--- config.mk ---
export PLATFORM = sky130hd
export DESIGN_NAME = aes_host_loader
export DESIGN_NICKNAME = d
export VERILOG_FILES = /design/src/rtl/aes_host_loader.sv
export SDC_FILE = /design/constraint.sdc
export NUM_CORES = 1
export LEC_CHECK = 0
export ABC_AREA = 0
export CAP_MARGIN = 40
export CORE_UTILIZATION = 54
export CTS_CLUSTER_DIAMETER = 30
export DETAILED_ROUTE_END_ITERATION = 8
export PLACE_DENSITY = 0.85
export SYNTH_ARGS = -nofsm -noshare
export SYNTH_HDL_FRONTEND = slang
export SYNTH_SLANG_ARGS = --single-unit
--- constraint.sdc ---
create_clock -name CLK -period 6.9 [get_ports CLK]
set_clock_uncertainty 0.15 [all_clocks]
set_input_delay 1.38 -clock CLK [delete_from_list [all_inputs] [get_ports CLK]]
set_output_delay 1.38 -clock CLK [all_outputs]
set_load 0.01 [all_outputs]
--- src/rtl/aes_host_loader.sv ---
// Host-side sequencer for the byte-wide AES register port: load text/key/mode, start, read back.
// Define LOADER_TIMEOUT_EN to bound the WAIT_OK phase by TIMEOUT cycles and report out_err.
module aes_host_loader #(
   parameter int unsigned MIN_START = 64,
   parameter int unsigned TIMEOUT   = 4096
) (
   input  logic         CLK,
   input  logic         RSTB,
   input  logic         in_valid,
   output logic         in_ready,
   input  logic [127:0] in_text,
   input  logic [255:0] in_key,
   input  logic [1:0]   in_ksize,
   input  logic         in_enc,
   output logic [127:0] out_data,
   output logic         out_valid,
   output logic         out_err,
   input  logic         out_ready,
   output logic [5:0]   ADDR,
   output logic [7:0]   DIN,
   output logic         WR,
   output logic         START,
   input  logic         OK,
   input  logic [7:0]   DOUT
);

   localparam int unsigned HoldW = (MIN_START > 1) ? $clog2(MIN_START) : 1;

   typedef enum logic [2:0] {
      StIdle, StWrText, StWrKey, StWrCfg, StStartHold, StWaitOk, StRd, StDone
   } state_e;

   state_e             state;
   logic [127:0]       text_q;
   logic [255:0]       key_q;
   logic [1:0]         ksize_q;
   logic               enc_q;
   logic [5:0]         cnt;
   logic [HoldW-1:0]   hold_cnt;
   logic               ok_meta;
   logic               ok_s;
   logic [5:0]         key_last;
   logic [2:0]         ksize_code;

   assign in_ready = (state == StIdle);

   always_comb begin
      key_last   = 6'd15;
      ksize_code = 3'b011;
      case (ksize_q)
         2'd1: begin
            key_last   = 6'd23;
            ksize_code = 3'b101;
         end
         2'd2: begin
            key_last   = 6'd31;
            ksize_code = 3'b111;
         end
         default: ;
      endcase
   end

   always_ff @(posedge CLK or negedge RSTB) begin
      if (!RSTB) begin
         ok_meta <= 1'b0;
         ok_s    <= 1'b0;
      end else begin
         ok_meta <= OK;
         ok_s    <= ok_meta;
      end
   end

`ifdef LOADER_TIMEOUT_EN
   localparam logic [15:0] ToLast = 16'(TIMEOUT - 1);
   logic [15:0] to_cnt;
   logic        err_q;
   assign out_err = err_q;
`else
   assign out_err = 1'b0;
`endif

   always_ff @(posedge CLK or negedge RSTB) begin
      if (!RSTB) begin
         state     <= StIdle;
         text_q    <= '0;
         key_q     <= '0;
         ksize_q   <= '0;
         enc_q     <= 1'b0;
         cnt       <= '0;
         hold_cnt  <= '0;
         ADDR      <= '0;
         DIN       <= '0;
         WR        <= 1'b0;
         START     <= 1'b0;
         out_valid <= 1'b0;
         out_data  <= '0;
`ifdef LOADER_TIMEOUT_EN
         to_cnt    <= '0;
         err_q     <= 1'b0;
`endif
      end else begin
         unique case (state)
            StIdle: begin
               if (in_valid && in_ready) begin
                  // Text and key are shifted out LSB-first, one byte per write cycle.
                  text_q  <= in_text >> 8;
                  key_q   <= in_key;
                  ksize_q <= in_ksize;
                  enc_q   <= in_enc;
                  WR      <= 1'b1;
                  ADDR    <= 6'h00;
                  DIN     <= in_text[7:0];
                  cnt     <= '0;
                  state   <= StWrText;
               end
            end
            StWrText: begin
               if (cnt == 6'd15) begin
                  ADDR  <= 6'h20;
                  DIN   <= key_q[7:0];
                  key_q <= key_q >> 8;
                  cnt   <= '0;
                  state <= StWrKey;
               end else begin
                  ADDR   <= ADDR + 6'd1;
                  DIN    <= text_q[7:0];
                  text_q <= text_q >> 8;
                  cnt    <= cnt + 6'd1;
               end
            end
            StWrKey: begin
               if (cnt == key_last) begin
                  ADDR  <= 6'h08;
                  DIN   <= {7'b0, enc_q};
                  state <= StWrCfg;
               end else begin
                  ADDR  <= ADDR + 6'd1;
                  DIN   <= key_q[7:0];
                  key_q <= key_q >> 8;
                  cnt   <= cnt + 6'd1;
               end
            end
            StWrCfg: begin
               if (ADDR == 6'h08) begin
                  ADDR <= 6'h09;
                  DIN  <= {5'b0, ksize_code};
               end else begin
                  WR       <= 1'b0;
                  ADDR     <= '0;
                  DIN      <= '0;
                  START    <= 1'b1;
                  hold_cnt <= HoldW'(MIN_START - 1);
                  state    <= StStartHold;
               end
            end
            StStartHold: begin
               // ok_s is ignored here so a stale OK from the last run cannot end this one.
               if (hold_cnt == '0) begin
                  state <= StWaitOk;
`ifdef LOADER_TIMEOUT_EN
                  to_cnt <= '0;
`endif
               end else begin
                  hold_cnt <= hold_cnt - HoldW'(1);
               end
            end
            StWaitOk: begin
               if (ok_s) begin
                  START <= 1'b0;
                  ADDR  <= 6'h10;
                  cnt   <= '0;
                  state <= StRd;
               end
`ifdef LOADER_TIMEOUT_EN
               else if (to_cnt == ToLast) begin
                  START     <= 1'b0;
                  out_valid <= 1'b1;
                  err_q     <= 1'b1;
                  state     <= StDone;
               end else begin
                  to_cnt <= to_cnt + 16'd1;
               end
`endif
            end
            StRd: begin
               // DOUT lags ADDR by one cycle; shifting in from the top leaves byte i at [8i+:8].
               if (cnt != '0) begin
                  out_data <= {DOUT, out_data[127:8]};
               end
               if (cnt == 6'd16) begin
                  ADDR      <= '0;
                  out_valid <= 1'b1;
`ifdef LOADER_TIMEOUT_EN
                  err_q     <= 1'b0;
`endif
                  state     <= StDone;
               end else begin
                  ADDR <= (cnt == 6'd15) ? 6'h00 : ADDR + 6'd1;
                  cnt  <= cnt + 6'd1;
               end
            end
            StDone: begin
               if (out_ready) begin
                  out_valid <= 1'b0;
                  state     <= StIdle;
               end
            end
            default: state <= StIdle;
         endcase
      end
   end

endmodule

==> summary.txt <==
Critical path
  • Worst endpoint required time: 5.37 ns
  • Crit path DAT: ~2.5 ns
  • Critical Path Max Stage Delay: ~0.64 ns
  • Critical Path Slowest Stage Cell: clkdlybuf4s50_1
  • Reg2reg setup slack: between 3 and 4 ns
  • Worst Setup Start Kind: flip-flop
  • R2r endpoint: text_q[107]
  • Buf/Inv on CP: 2
  • CP Cell Sequence: inv_1 -> ha_1 -> nor2b_1 -> clkdlybuf4s50_1
  • Reg2reg start: state[1]
  • Worst-path fanout max: 8
  • FF-to-FF path depth: 9
  • Family with the most delay on the worst path: buffers and inverters
  • Cell depth of the worst setup path: 4
  • Crit end category: output pin
  • Critical path type: flip-flop to output pin

Hold path
  • Hold_sp: ok_meta
  • Hold endpoint: ok_s
  • Min-Delay Path Class: flip-flop to flip-flop
  • Hold Path Depth: 0

Routing
  • Routed vias: 21596
  • Via density: 5.75
  • DR pass1 iterations: 7
  • Residual DRC: 0
  • DRT iter0 DRCs: between 2000 and 3000
  • Antenna Violating Nets Remaining: 0
  • DRT Wirelength: between 70 and 80 mm
  • WL per Instance: 20.0 um

Logic synthesis
  • Synthesized cell area: 0.0237 mm2
  • Cell variety after synth: 53
  • Synth warnings: 0
  • Async SR Flop Fraction: 100%
  • Main synth FF type: dfrtp_1
  • Mapped Nets: 2983
  • Sequential area share after synthesis: 57.1%
  • EDFF count, synth: 0
  • Syn avg cell area: 9.22 um2
  • Seq cells post-synth: 541
  • Post-Synthesis Cells: 2572

Final layout
  • Final cell count without fillers: 3756
  • Commonest non-fill, non-tap cells in the layout: nand2_1 (773), clkdlybuf4s50_1 (544), dfrtp_1 (541), nor2_1 (382), a31oi_1 (365)
  • Layout Utilization: 77.9%
  • Area grow syn2layout: 41.7%
  • Fin nets: 3474
  • Layout cells sized above 1: 11.8%
  • Filler Cell Count: roughly 2500
  • Most common cell after layout, fill and taps aside: nand2_1

STA
  • Worst-margin pin slew: between 1 and 1.5 ns
  • Final setup TNS: 0 ns
  • Final period util: 57.7%
  • Fin. Hold Viols: 0
  • Achievable frequency: 251 MHz
  • Post-layout min period: 3.98 ns
  • Setup violators final: 0
  • Fin. max-slew vios: 0
  • RSZ-0062 raised after global routing: no
  • Hold Slack: 0.208 ns
  • Worst slew margin: 21.1%

Floorplanning
  • Ports: 547
  • Die width: 212 um
  • Rows: 76
  • Initial core utilization: 55.0%
  • Die area: approximately 0.045 mm2
  • Die Y: between 200 and 250 um
  • Core Box Area: 0.0432 mm2

Global route
  • Grt total ovfl: 0
  • Initial antenna violation count: 14
  • First-pass GRT wire length: around 120 mm
  • Largest net degree at the start of global routing: between 200 and 300
  • Number of global-route vias before repair: 21588
  • GRT Total Usage: 33.3%

Placement
  • Post-detail-place hpwl: between 40 and 50 mm
  • Placed Instances: 3534
  • Final GP Congestion: just over 0.9
  • IO Port Bufs: 545

CTS
  • Post-CTS Setup Bufs: 0
  • Num CTS Buffers: around 110
  • Clock root cell: clkbuf_16
  • H-Tree Level Count: 3
  • Clock slew at reported path FFs: ~0.050 ns
  • Worst skew pair latency: 0.65 ns
  • Hold bufs inserted after CTS: 0
  • Clock net sink count: 541
  • Maximum root-to-sink buffer count: 3
  • Post-CTS resize count: 0
  • CTS tree: done

Pwr
  • Pwr Density: 523 mW/mm2
  • Cell leakage power: 14.6 nW
  • VDD IR max: about 0.75 mV

Run status
  • Status: finished clean

Flow run
  • Max cap viols: 0
-- cell type report --
| cell class | count | area (um2) | area share, % |
|---|---|---|---|
| diodes | 14 | 35.0 | 0.104 |
| clock buffers | 120 | 2870 | 8.55 |
| clock inverters | 88 | 1210 | 3.60 |
| inverters | 23 | 86.3 | 0.257 |
| multi-input cells | 1818 | 9350 | 27.8 |
| flip-flops and latches | 541 | 13500 | 40.3 |
| well taps | 585 | 732 | 2.18 |
| repair buffers | 567 | 5800 | 17.2 |
-- worst reg2reg max path: cells and delay by family, from the launching register on --
family | cells | cell delay, ns
DFF | 1 | 0.40
and+or+nand+nor | 3 | 1.13
AOI/OAI and AO/OA | 2 | 0.44
buffers and inverters | 3 | 0.74
adders and majority gates | 1 | 0.63
-- worst max-delay path by stage --
stage,slack (ns),start,endpoint
floorplan,4.07,in_valid,state[0]
global placement,2.70,in_valid,key_q[250]
detailed placement,2.59,in_valid,key_q[183]
CTS,2.94,state[1],in_ready
global route,2.88,state[1],in_ready
finish,2.92,state[0],in_ready
-- through the flow --
| step | worst slack, ns | power (mW) | instance area [um2] |
|---|---|---|---|
| floorplan | 4.07 | 9.76 | 23700 |
| global route | 2.88 | 18.6 | 33600 |
| finish | 2.92 | 17.6 | 33600 |
| global placement | 2.70 | 11.1 | 29400 |
| CTS | 2.94 | 17.5 | 33600 |
| detailed placement | 2.59 | 11.5 | 29500 |
-- metal layers --
metal	global-route usage, %	vias to the layer above	wire length [um]
met5	0	-	12
met1	39.8	10452	27800
met4	20.6	2	4320
li1	-	9738	-
met3	9.42	273	6710
met2	53.4	1131	36400
-- flip-flops by register name, summed over array words and instances, names as in the netlist --
name / count
state: 3
WR: 1
ok_meta: 1
ADDR: 6
text_q: 120
DIN: 8
hold_cnt: 6
out_valid: 1
START: 1
key_q: 256
cnt: 6
out_data: 128
enc_q: 1
ksize_q: 2
ok_s: 1
-- power by group --
| part | switching [mW] | internal [mW] | leakage, nW | total (mW) |
|---|---|---|---|---|
| combinational | 4.06 | 2.34 | 6.29 | 6.40 |
| clock | 1.89 | 3.93 | 1.94 | 5.82 |
| sequential | 0.833 | 4.54 | 6.40 | 5.37 |
-- Yosys cell counts, drive strengths merged, types with 4 or more instances --
cell type,instances,area (um2)
nand2,773,2900
dfrtp,541,13500
nor2,383,1440
a31oi,366,2290
mux2,134,1510
clkbuf,109,409
buf,81,410
nand3,28,140
o21ai,26,130
inv,22,82.6
a21oi,16,83.8
ha,11,138
nor3,8,40.0
a211oi,5,37.5
a221oi,5,43.8
nand2b,5,38.8
o211ai,5,37.5
xor2,5,43.8
and3,4,25.0
nor2b,4,25.0
-- logic make-up (layout without fill, tap and decap cells) --
family                     after synthesis  after routing  share of synthesized area [%]
adders and majority gates               11             11                          0.580
other                                    1             15                         0.0158
and+or+nand+nor                       1225           1225                           20.1
AOI/OAI and AO/OA                      439            439                           11.6
muxes                                  134            134                           6.36
DFF                                    541            541                           57.1
xor gates and xnor gates                 8              8                          0.454
buffers and inverters                  213            798                           3.82
Note: power is estimated with default switching activity, not from simulation.
